--- config.mk ---
export PLATFORM = sky130hd
export DESIGN_NAME = scan_scheduler
export DESIGN_NICKNAME = d
export VERILOG_FILES = /design/src/rtl/scan_scheduler.sv
export SDC_FILE = /design/constraint.sdc
export NUM_CORES = 1
export LEC_CHECK = 0
export CAP_MARGIN = 10
export CORE_MARGIN = 1.5
export CORE_UTILIZATION = 42
export DETAILED_ROUTE_END_ITERATION = 8
export PLACE_DENSITY = 0.72
export SYNTH_ARGS = -nofsm -noshare
export SYNTH_HDL_FRONTEND = slang
export SYNTH_SLANG_ARGS = --single-unit
--- constraint.sdc ---
create_clock -name clk -period 1.6 [get_ports clk]
set_clock_uncertainty 0.2 [all_clocks]
set_input_delay 0.24 -clock clk [delete_from_list [all_inputs] [get_ports clk]]
set_output_delay 0.24 -clock clk [all_outputs]
set_load 0.05 [all_outputs]
--- src/rtl/scan_scheduler.sv ---
// scan_scheduler: round-robin owner of a shared transfer station for two scanners.
// Each grant runs a fixed sequence: GRANT -> XFER (until done) -> FLUSH -> REARM -> IDLE.
// Optional feature macro: SCAN_SCHED_TIMEOUT_EN adds a per-grant watchdog (XFER_TIMEOUT
// cycles), a sticky timeout_err, and suppresses the completed-transfer count on timeout.
module scan_scheduler #(
  parameter int XFER_TIMEOUT = 4096,
  parameter int CNT_W        = 8
) (
  input  logic             clk,
  input  logic             rst,
  input  logic             enable,
  input  logic             station_ready,
  input  logic [1:0]       req,
  input  logic [1:0]       done,
  output logic [1:0]       permit,
  output logic [1:0]       flush,
  output logic [1:0]       start,
  output logic [1:0]       standby,
  output logic             busy,
  output logic             owner,
  output logic [CNT_W-1:0] xfer_count,
  output logic             timeout_err
);

  typedef enum logic [2:0] {IDLE, GRANT, XFER, FLUSH, REARM} state_t;

  state_t state;
  logic   timed_out;   // current grant ended through the watchdog, not through done
  logic   owner_done;  // only the owner's done matters; the other scanner's is ignored
  logic   pick;        // round-robin winner for the current req pattern
  logic   launch;
  logic   to_hit;      // watchdog expires this cycle

  assign owner_done = done[owner];
  assign launch     = enable & station_ready & (|req);
  // single requester wins outright; contention goes to the scanner that did not own last
  assign pick       = (req == 2'b01) ? 1'b0 : (req == 2'b10) ? 1'b1 : ~owner;

  // standby only makes sense while parked; held low during reset
  assign standby = (rst && state == IDLE && !enable) ? 2'b11 : 2'b00;

  // main sequencer: state plus registered permit/flush/start/busy/owner/count
  always_ff @(posedge clk or negedge rst) begin
    if (!rst) begin
      state      <= IDLE;
      permit     <= 2'b00;
      flush      <= 2'b00;
      start      <= 2'b00;
      busy       <= 1'b0;
      owner      <= 1'b1;
      xfer_count <= '0;
      timed_out  <= 1'b0;
    end else begin
      case (state)
        IDLE: begin
          if (launch) begin
            state  <= GRANT;
            owner  <= pick;
            permit <= pick ? 2'b10 : 2'b01;
            busy   <= 1'b1;
          end
        end
        GRANT, XFER: begin
          if (owner_done || to_hit) begin
            state     <= FLUSH;
            permit    <= 2'b00;
            flush     <= owner ? 2'b10 : 2'b01;
            timed_out <= !owner_done;
          end else begin
            state <= XFER;
          end
        end
        FLUSH: begin
          flush <= 2'b00;
          start <= owner ? 2'b10 : 2'b01;
          state <= REARM;
        end
        REARM: begin
          start     <= 2'b00;
          busy      <= 1'b0;
          state     <= IDLE;
          timed_out <= 1'b0;
          if (!timed_out) xfer_count <= xfer_count + CNT_W'(1);
        end
        default: state <= IDLE;
      endcase
    end
  end

`ifdef SCAN_SCHED_TIMEOUT_EN
  localparam int TW = $clog2(XFER_TIMEOUT + 1);

  logic [TW-1:0] tcnt;
  logic          in_grant;

  assign in_grant = (state == GRANT) || (state == XFER);
  // tcnt counts grant cycles already spent; expiry lands on the XFER_TIMEOUT-th one
  assign to_hit   = in_grant && (tcnt == TW'(XFER_TIMEOUT - 1));

  // grant-cycle counter, cleared whenever the grant ends or is not held
  always_ff @(posedge clk or negedge rst) begin
    if (!rst)                                   tcnt <= '0;
    else if (in_grant && !owner_done && !to_hit) tcnt <= tcnt + TW'(1);
    else                                        tcnt <= '0;
  end

  // sticky error flag, cleared only by reset
  always_ff @(posedge clk or negedge rst) begin
    if (!rst)                      timeout_err <= 1'b0;
    else if (to_hit && !owner_done) timeout_err <= 1'b1;
  end
`else
  // no watchdog: a grant is held until done; constant 0 for any legal XFER_TIMEOUT
  assign to_hit      = (XFER_TIMEOUT < 0);
  assign timeout_err = 1'b0;
`endif

endmodule

==> impl_results.md, run 1 <==
- Run status: complete, but fails checks
- Failing checks: setup timing
- Peak supply drop: 1350 µV
- Sw Share: 43.1%
- Fin crit period: between 2 and 2.5 ns
- Power share of the combinational group: 66.1%
- FF-to-FF Start: state[1]
- Fmax: between 0.4 and 0.5 GHz
- Mapped Area: about 1000 µm²
- Synth top area share: 47.7%
- Die width: about 52 µm
- Syn_area_per_cell: roughly 12 µm²
- Vias in the first global route: approximately 900
- Post-DP Area: 0.00157 mm²
- Seq cells post-synth: 20
- CP Launch Point: state[1]
- Max Fanout on Critical Path: 2
- Ys Warns: 0
- Multi-input gate area: 548 µm²
- FF/Latch Area: slightly above 500 µm²
- Hold Slack: between 0.15 and 0.2 ns
- Fillers: around 130
- # rows: 17
- Final setup violation count: 15
- # IOs: 27
- Drt first pass iters: 4
- Placer Congestion: between 0.7 and 0.8
- Overflow after GRT: 0
- Initial antenna violation count: 0
- Skew-Pair Late Insertion Delay: 0.31 ns
- Ranking of synthesized cells by area: dfrtp_1 (48%), a2111oi_4 (5.5%), xnor2_1 (5.3%)
- HP Class: primary input to asynchronous set/reset pin
- Commonest non-fill, non-tap cell in the layout: buf_12
- Starting DRT DRC Count: 18
- Remaining antenna violation count: 0
- Sequential power share: approximately 26%
- Core area: around 0.0022 mm²
- DRC: 0
- Final nets: roughly 150
- Share of cells above drive strength 1: about 50%
- Clock-pin slew on the worst setup and hold paths: around 0.11 ns
- Reg2reg setup slack: -0.12 ns
- Dpl ws: -0.101 ns
- Cell area after layout: roughly 0.0018 mm²
- Pleak: a little under 0.8 nW
- Critical R2R Capture: permit[0]
- Die Ht: ~52 µm
- Setup TNS Final: -1.69 ns
- Crit path to: standby[1]
- Clock power frac: ~8.3%
- Dpl hpwl: about 1900 µm
- Commonest non-fill, non-tap cells in the layout: buf_12 (19), dfrtp_1 (17), buf_4 (17), clkdlybuf4s50_1 (7)
- H-tree levels: 1
- Final Hold Viols: 0
- WL final: roughly 2800 µm
- Post-synthesis instance total: 86
- CP required: ~1.2 ns
- Via count: 875
- Fin crit share: 128%
- Setup ws final: -0.444 ns
- CP arrival: roughly 1.6 ns
- Synthesized Nets: between 90 and 100
- Die Area: around 0.0027 mm²
- Clk sinks: 20
- Root Buffer: clkbuf_4
- Initial Util: between 40% and 50%
- Total CTS buffers: 3
- CTS tree: done
- Largest net degree at the start of global routing: 21
- Power Dens Cells: between 1500 and 2000 mW/mm²
- Post-synth cell types: 32
- First-pass GRT wire length: between 4000 and 5000 µm
- Tot GR Track Use: approximately a quarter
- Longest Clk Path Bufs: 2
- Vias/cell: approximately 5.4
- Slew Limit Fails: 0
- Crit start category: flip-flop
- Area leader, netlist: dfrtp_1
- Port-buffer cells: 25
- Area Growth Syn to Fin: 79.9%
- Crit path capture type: output pin
- Depth of the worst register-to-register path: 5
- P_sw: roughly 1.5 mW
- Routed length per instance: between 15 and 20 µm
- CTS Hold Bufs: 0
- Total Power: 3.55 mW
- Internal Pwr Total: just over 2 mW
- CP Class: flip-flop to output pin
- RSZ-0062 raised after global routing: true
- Number of max-cap violations: 0
- Sequential fraction of the synthesis area: 50.4%
- Antenna cells: 0
what timing repair did:
item	in CTS	in global routing
buffers inserted	5	5
gates resized for setup	6	16
endpoints found under the setup margin	8	15
pin swaps	2	9
registers in the layout, indices dropped and copies added, names as in the netlist:
name and cells:
xfer_count 8, state 3, owner 1, start 2
timed_out 1, flush 2, permit 2, busy 1
how the worst min path moves through the flow:
| stage | end | slack (ns) |
|---|---|---|
| 5_1_grt | xfer_count[7] | 0.16 |
| 6_report | flush[0] | 0.16 |
| 4_1_cts | flush[1] | 0.17 |
| 3_5_place_dp | xfer_count[7] | 0.33 |
| 3_3_place_gp | xfer_count[7] | 0.32 |
| 2_1_floorplan | busy | -0.26 |
synth_stat cells:
| cell | n |
|---|---|
| nor2_1 | 3 |
| a2111oi_4 | 2 |
| a211oi_1 | 1 |
| a31o_1 | 1 |
| nor4b_4 | 1 |
| buf_4 | 3 |
| mux2_2 | 2 |
| and3_1 | 4 |
| nand3_1 | 4 |
| xor2_1 | 2 |
| a21oi_1 | 5 |
| and2_1 | 2 |
| nand2_1 | 6 |
| dfrtp_1 | 19 |
| o211a_1 | 1 |
| nand3b_1 | 1 |
| a31o_2 | 1 |
| conb_1 | 1 |
| o22ai_1 | 1 |
| o32ai_1 | 2 |
| and4_1 | 1 |
| ha_1 | 1 |
| nand4_1 | 3 |
| nand2b_1 | 1 |
| or3_4 | 1 |
| a31oi_1 | 2 |
| buf_6 | 1 |
| nor2b_1 | 1 |
| dfstp_2 | 1 |
| xnor2_1 | 6 |
| inv_1 | 5 |
| nor3b_1 | 1 |
power by group through the flow:
stage | clock, mW | sequential (mW) | combinational, mW
after floorplan | 0 | 1.27 | 0.624
after global placement | 0 | 0.897 | 1.86
after detailed placement | 0 | 0.912 | 1.92
after CTS | 0.302 | 0.898 | 2.10
after global routing | 0.320 | 0.932 | 2.46
final | 0.295 | 0.911 | 2.35
cell families after synthesis:
kind of cell | Yosys count | share of synthesized area, %
AO/OA/AOI/OAI | 16 | 15.2
XOR/XNOR | 8 | 7.04
adder cells (fa/ha/maj) | 1 | 1.26
buffers and inverters | 9 | 5.28
flip-flops | 20 | 50.4
multiplexers | 2 | 2.26
other | 1 | 0.377
AND/OR/NAND/NOR | 29 | 18.2
final cells by class:
| cell class | instances | share of cell area [%] |
|---|---|---|
| Timing Repair Buffer | 49 | 36.0 |
| Inverter | 5 | 1.05 |
| Sequential cell | 20 | 28.4 |
| Multi-Input combinational cell | 57 | 30.6 |
| Clock buffer | 4 | 2.03 |
| Tap cell | 28 | 1.96 |
worst max-delay path: stages, from the launching register on:
cell,delay (ns)
dfrtp_1,0.41
or3_4,0.41
nor3b_4,0.29
buf_12,0.18
through the flow:
step           util (%)  std cells
2_1_floorplan         -         86
3_3_place_gp       70.3        151
6_report           80.2        163
4_1_cts            75.2        159
3_5_place_dp       70.3        151
5_1_grt            80.2        163
metal layers:
| layer | global-route usage (%) | part of all wire [%] | vias to the layer above | wire length [µm] |
|---|---|---|---|---|
| met5 | 0 | 0 | - | 0 |
| met4 | 9.21 | 3.2 | 0 | 89 |
| met3 | 4.31 | 3.2 | 9 | 91 |
| met2 | 41.2 | 56 | 25 | 1590 |
| met1 | 29.4 | 37 | 437 | 1050 |
| li1 | - | - | 404 | - |
No activity file was read; power rests on OpenSTA's default activity.
==> run 2, diff against run 1 <==
--- a/config.mk
+++ b/config.mk
@@ -9,7 +9,8 @@
 export CORE_MARGIN = 1.5
 export CORE_UTILIZATION = 42
 export DETAILED_ROUTE_END_ITERATION = 8
-export PLACE_DENSITY = 0.72
+export HOLD_SLACK_MARGIN = 0.03
+export PLACE_DENSITY_LB_ADDON = 0.2
 export SYNTH_ARGS = -nofsm -noshare
 export SYNTH_HDL_FRONTEND = slang
 export SYNTH_SLANG_ARGS = --single-unit
==> run 2 against run 1 <==
  * The run still ends with setup timing left
  * Sequential share of layout area rose by 1.0 points
  * Worst setup slack got worse by 0.0089 ns
  * Count of clock-buffer cells in the layout did not move
  * Critical endpoint unchanged
  * Final cell count fell by 2.5%
  * Critical path depth did not move
  * Routed wire length fell by 13%
  * Cell area fell by 3.5%
  * Global-route usage fell by 4.2 points
  * First-iteration DRC count fell by 72%
  * Sequential power fell by 2%
  * Fmax fell by 0.43%
==> impl_results.md, run 2 (synthesis gave the netlist of run 1 again) <==
- Routed length per instance: 15.5 µm (was 17.3 µm)
- FF-to-FF Start: state[0] (was state[1])
- Tot GR Track Use: 19.7% (was 23.8%)
- Die Area: 0.00267 mm² (unchanged)
- Setup ws final: -0.453 ns (was -0.444 ns)
- Commonest non-fill, non-tap cell in the layout: buf_12 (unchanged)
- Slew Limit Fails: 0 (unchanged)
- Depth of the worst register-to-register path: 6 (was 5)
- Clock power frac: 8.6% (was 8.3%)
- Vias/cell: 5.26 (was 5.37)
- HP Class: primary input to asynchronous set/reset pin (unchanged)
- Biggest regs: xfer_count (8), state (3) (unchanged)
- Port-buffer cells: 25 (unchanged)
- P_sw: 1.44 mW (was 1.53 mW)
- Initial Util: 44.6% (unchanged)
- Dpl ws: -0.114 ns (was -0.101 ns)
- Fin crit share: 128% (about the same)
- Run status: complete, but fails checks (unchanged)
- Pleak: 0.771 nW (was 0.792 nW)
- Fin crit period: 2.05 ns (was 2.04 ns)
- Dpl hpwl: 1690 µm (was 1930 µm)
- Final nets: 141 (was 145)
- H-tree levels: 1 (unchanged)
- Remaining antenna violation count: 0 (unchanged)
- Clock-pin slew on the worst setup and hold paths: 0.11 ns (about the same)
- Root Buffer: clkbuf_4 (unchanged)
- Area Growth Syn to Fin: 73.6% (was 79.9%)
- Cell area after layout: 0.00173 mm² (was 0.00179 mm²)
- Clk sinks: 20 (unchanged)
- Power share of the combinational group: 64.9% (was 66.1%)
- Die width: 51.7 µm (unchanged)
- Longest Clk Path Bufs: 2 (unchanged)
- Largest net degree at the start of global routing: 21 (unchanged)
- Die Ht: 51.7 µm (unchanged)
- CP required: 1.16 ns (about the same)
- Max Fanout on Critical Path: 2 (unchanged)
- CTS tree: done (unchanged)
- CP arrival: 1.61 ns (was 1.60 ns)
- CP Class: flip-flop to output pin (unchanged)
- DRC: 0 (unchanged)
- Max reg flops: 8 (unchanged)
- Sequential power share: 26.5% (was 25.6%)
- Final Hold Viols: 0 (unchanged)
- # rows: 17 (unchanged)
- Vias in the first global route: 833 (was 896)
- Share of cells above drive strength 1: 45.0% (was 49.6%)
- Number of max-cap violations: 0 (unchanged)
- Via count: 837 (was 875)
- Initial antenna violation count: 0 (unchanged)
- Core area: 0.00223 mm² (unchanged)
- # IOs: 27 (unchanged)
- Starting DRT DRC Count: 5 (was 18)
- Overflow after GRT: 0 (unchanged)
- First-pass GRT wire length: 3810 µm (was 4510 µm)
- Sw Share: 42.4% (was 43.1%)
- Power Dens Cells: 1960 mW/mm² (was 1980 mW/mm²)
- Peak supply drop: 1660 µV (was 1350 µV)
- Placer Congestion: 0.788 (was 0.771)
- Drt first pass iters: 4 (unchanged)
- Internal Pwr Total: 1.95 mW (was 2.02 mW)
- Final setup violation count: 8 (was 15)
- CTS Hold Bufs: 0 (unchanged)
- Fmax: 0.487 GHz (was 0.489 GHz)
- Fillers: 138 (was 126)
- Most flops, register: xfer_count (unchanged)
- Skew-Pair Late Insertion Delay: 0.30 ns (was 0.31 ns)
- Total CTS buffers: 3 (unchanged)
- Failing checks: setup timing (unchanged)
- RSZ-0062 raised after global routing: true (unchanged)
- CP Launch Point: state[0] (was state[1])
- Setup TNS Final: -1.77 ns (was -1.69 ns)
- Total Power: 3.39 mW (was 3.55 mW)
- Antenna cells: 0 (unchanged)
- Commonest non-fill, non-tap cells in the layout: buf_12 (18), dfrtp_1 (17), buf_4 (12), buf_6 (8), clkdlybuf4s50_1 (7) (was buf_12 (19), dfrtp_1 (17), buf_4 (17), clkdlybuf4s50_1 (7))
- Crit path capture type: output pin (unchanged)
- Crit start category: flip-flop (unchanged)
- Post-DP Area: 0.00156 mm² (was 0.00157 mm²)
- WL final: 2460 µm (was 2820 µm)
run 2: cell types whose count changed in the layout (fill, tap and decap cells not counted), sizes merged:
cell  delta
buf      -4
run 2: layout make-up:
type	instances	area, µm²	share of cell area (%)
Clock buffer	4	36.3	2.10
Inverter	5	18.8	1.09
Multi-Input combinational cell	57	520	30.1
Tap cell	28	35.0	2.03
Timing Repair Buffer	45	611	35.3
Sequential cell	20	508	29.4
run 2: routing by layer:
layer  global-route usage [%]  up-vias  part of all wire (%)
met5                        0        -                     0
met4                     9.21        0                   2.6
met2                     32.1       24                    52
met3                     4.60        6                   3.0
met1                     24.6      408                    42
li1                         -      399                     -
run 2: power by group through the flow:
| stage | Combinational (mW) | Clock [mW] | Sequential, mW |
|---|---|---|---|
| final | 2.20 | 0.291 | 0.897 |
| after global routing | 2.32 | 0.309 | 0.925 |
| after CTS | 2.00 | 0.296 | 0.889 |
| after detailed placement | 1.88 | 0 | 0.903 |
| after global placement | 1.85 | 0 | 0.894 |
| after floorplan | 0.624 | 0 | 1.27 |
run 2: what timing repair did:
action | 4_1_cts | 5_1_grt
buffers inserted | 3 | 4
gates resized for setup | 5 | 13
endpoints found under the setup margin | 8 | 16
pin swaps | 2 | 10
run 2: metrics by stage:
stage	utilization [%]	hold WS, ns	cells
floorplan	-	-0.256	86
global placement	69.6	0.321	149
detailed placement	69.6	0.333	149
CTS	73.1	0.179	156
global route	77.4	0.198	159
finish	77.4	0.173	159
run 2: critical path: stages (launching register included):
cell and delay, ns:
dfrtp_1 0.43, or3_4 0.40, nor3b_4 0.31, buf_12 0.18
run 2: final timing paths:
| check | endpoint | slack (ns) |
|---|---|---|
| max in group asynchronous | owner | 0.76 |
| worst min-delay path | xfer_count[6] | 0.17 |
| worst max register to register | permit[0] | -0.36 |
| min in group clk | xfer_count[5] | 0.34 |
| worst min register to register | xfer_count[5] | 0.34 |
| worst max-delay path | standby[1] | -0.45 |
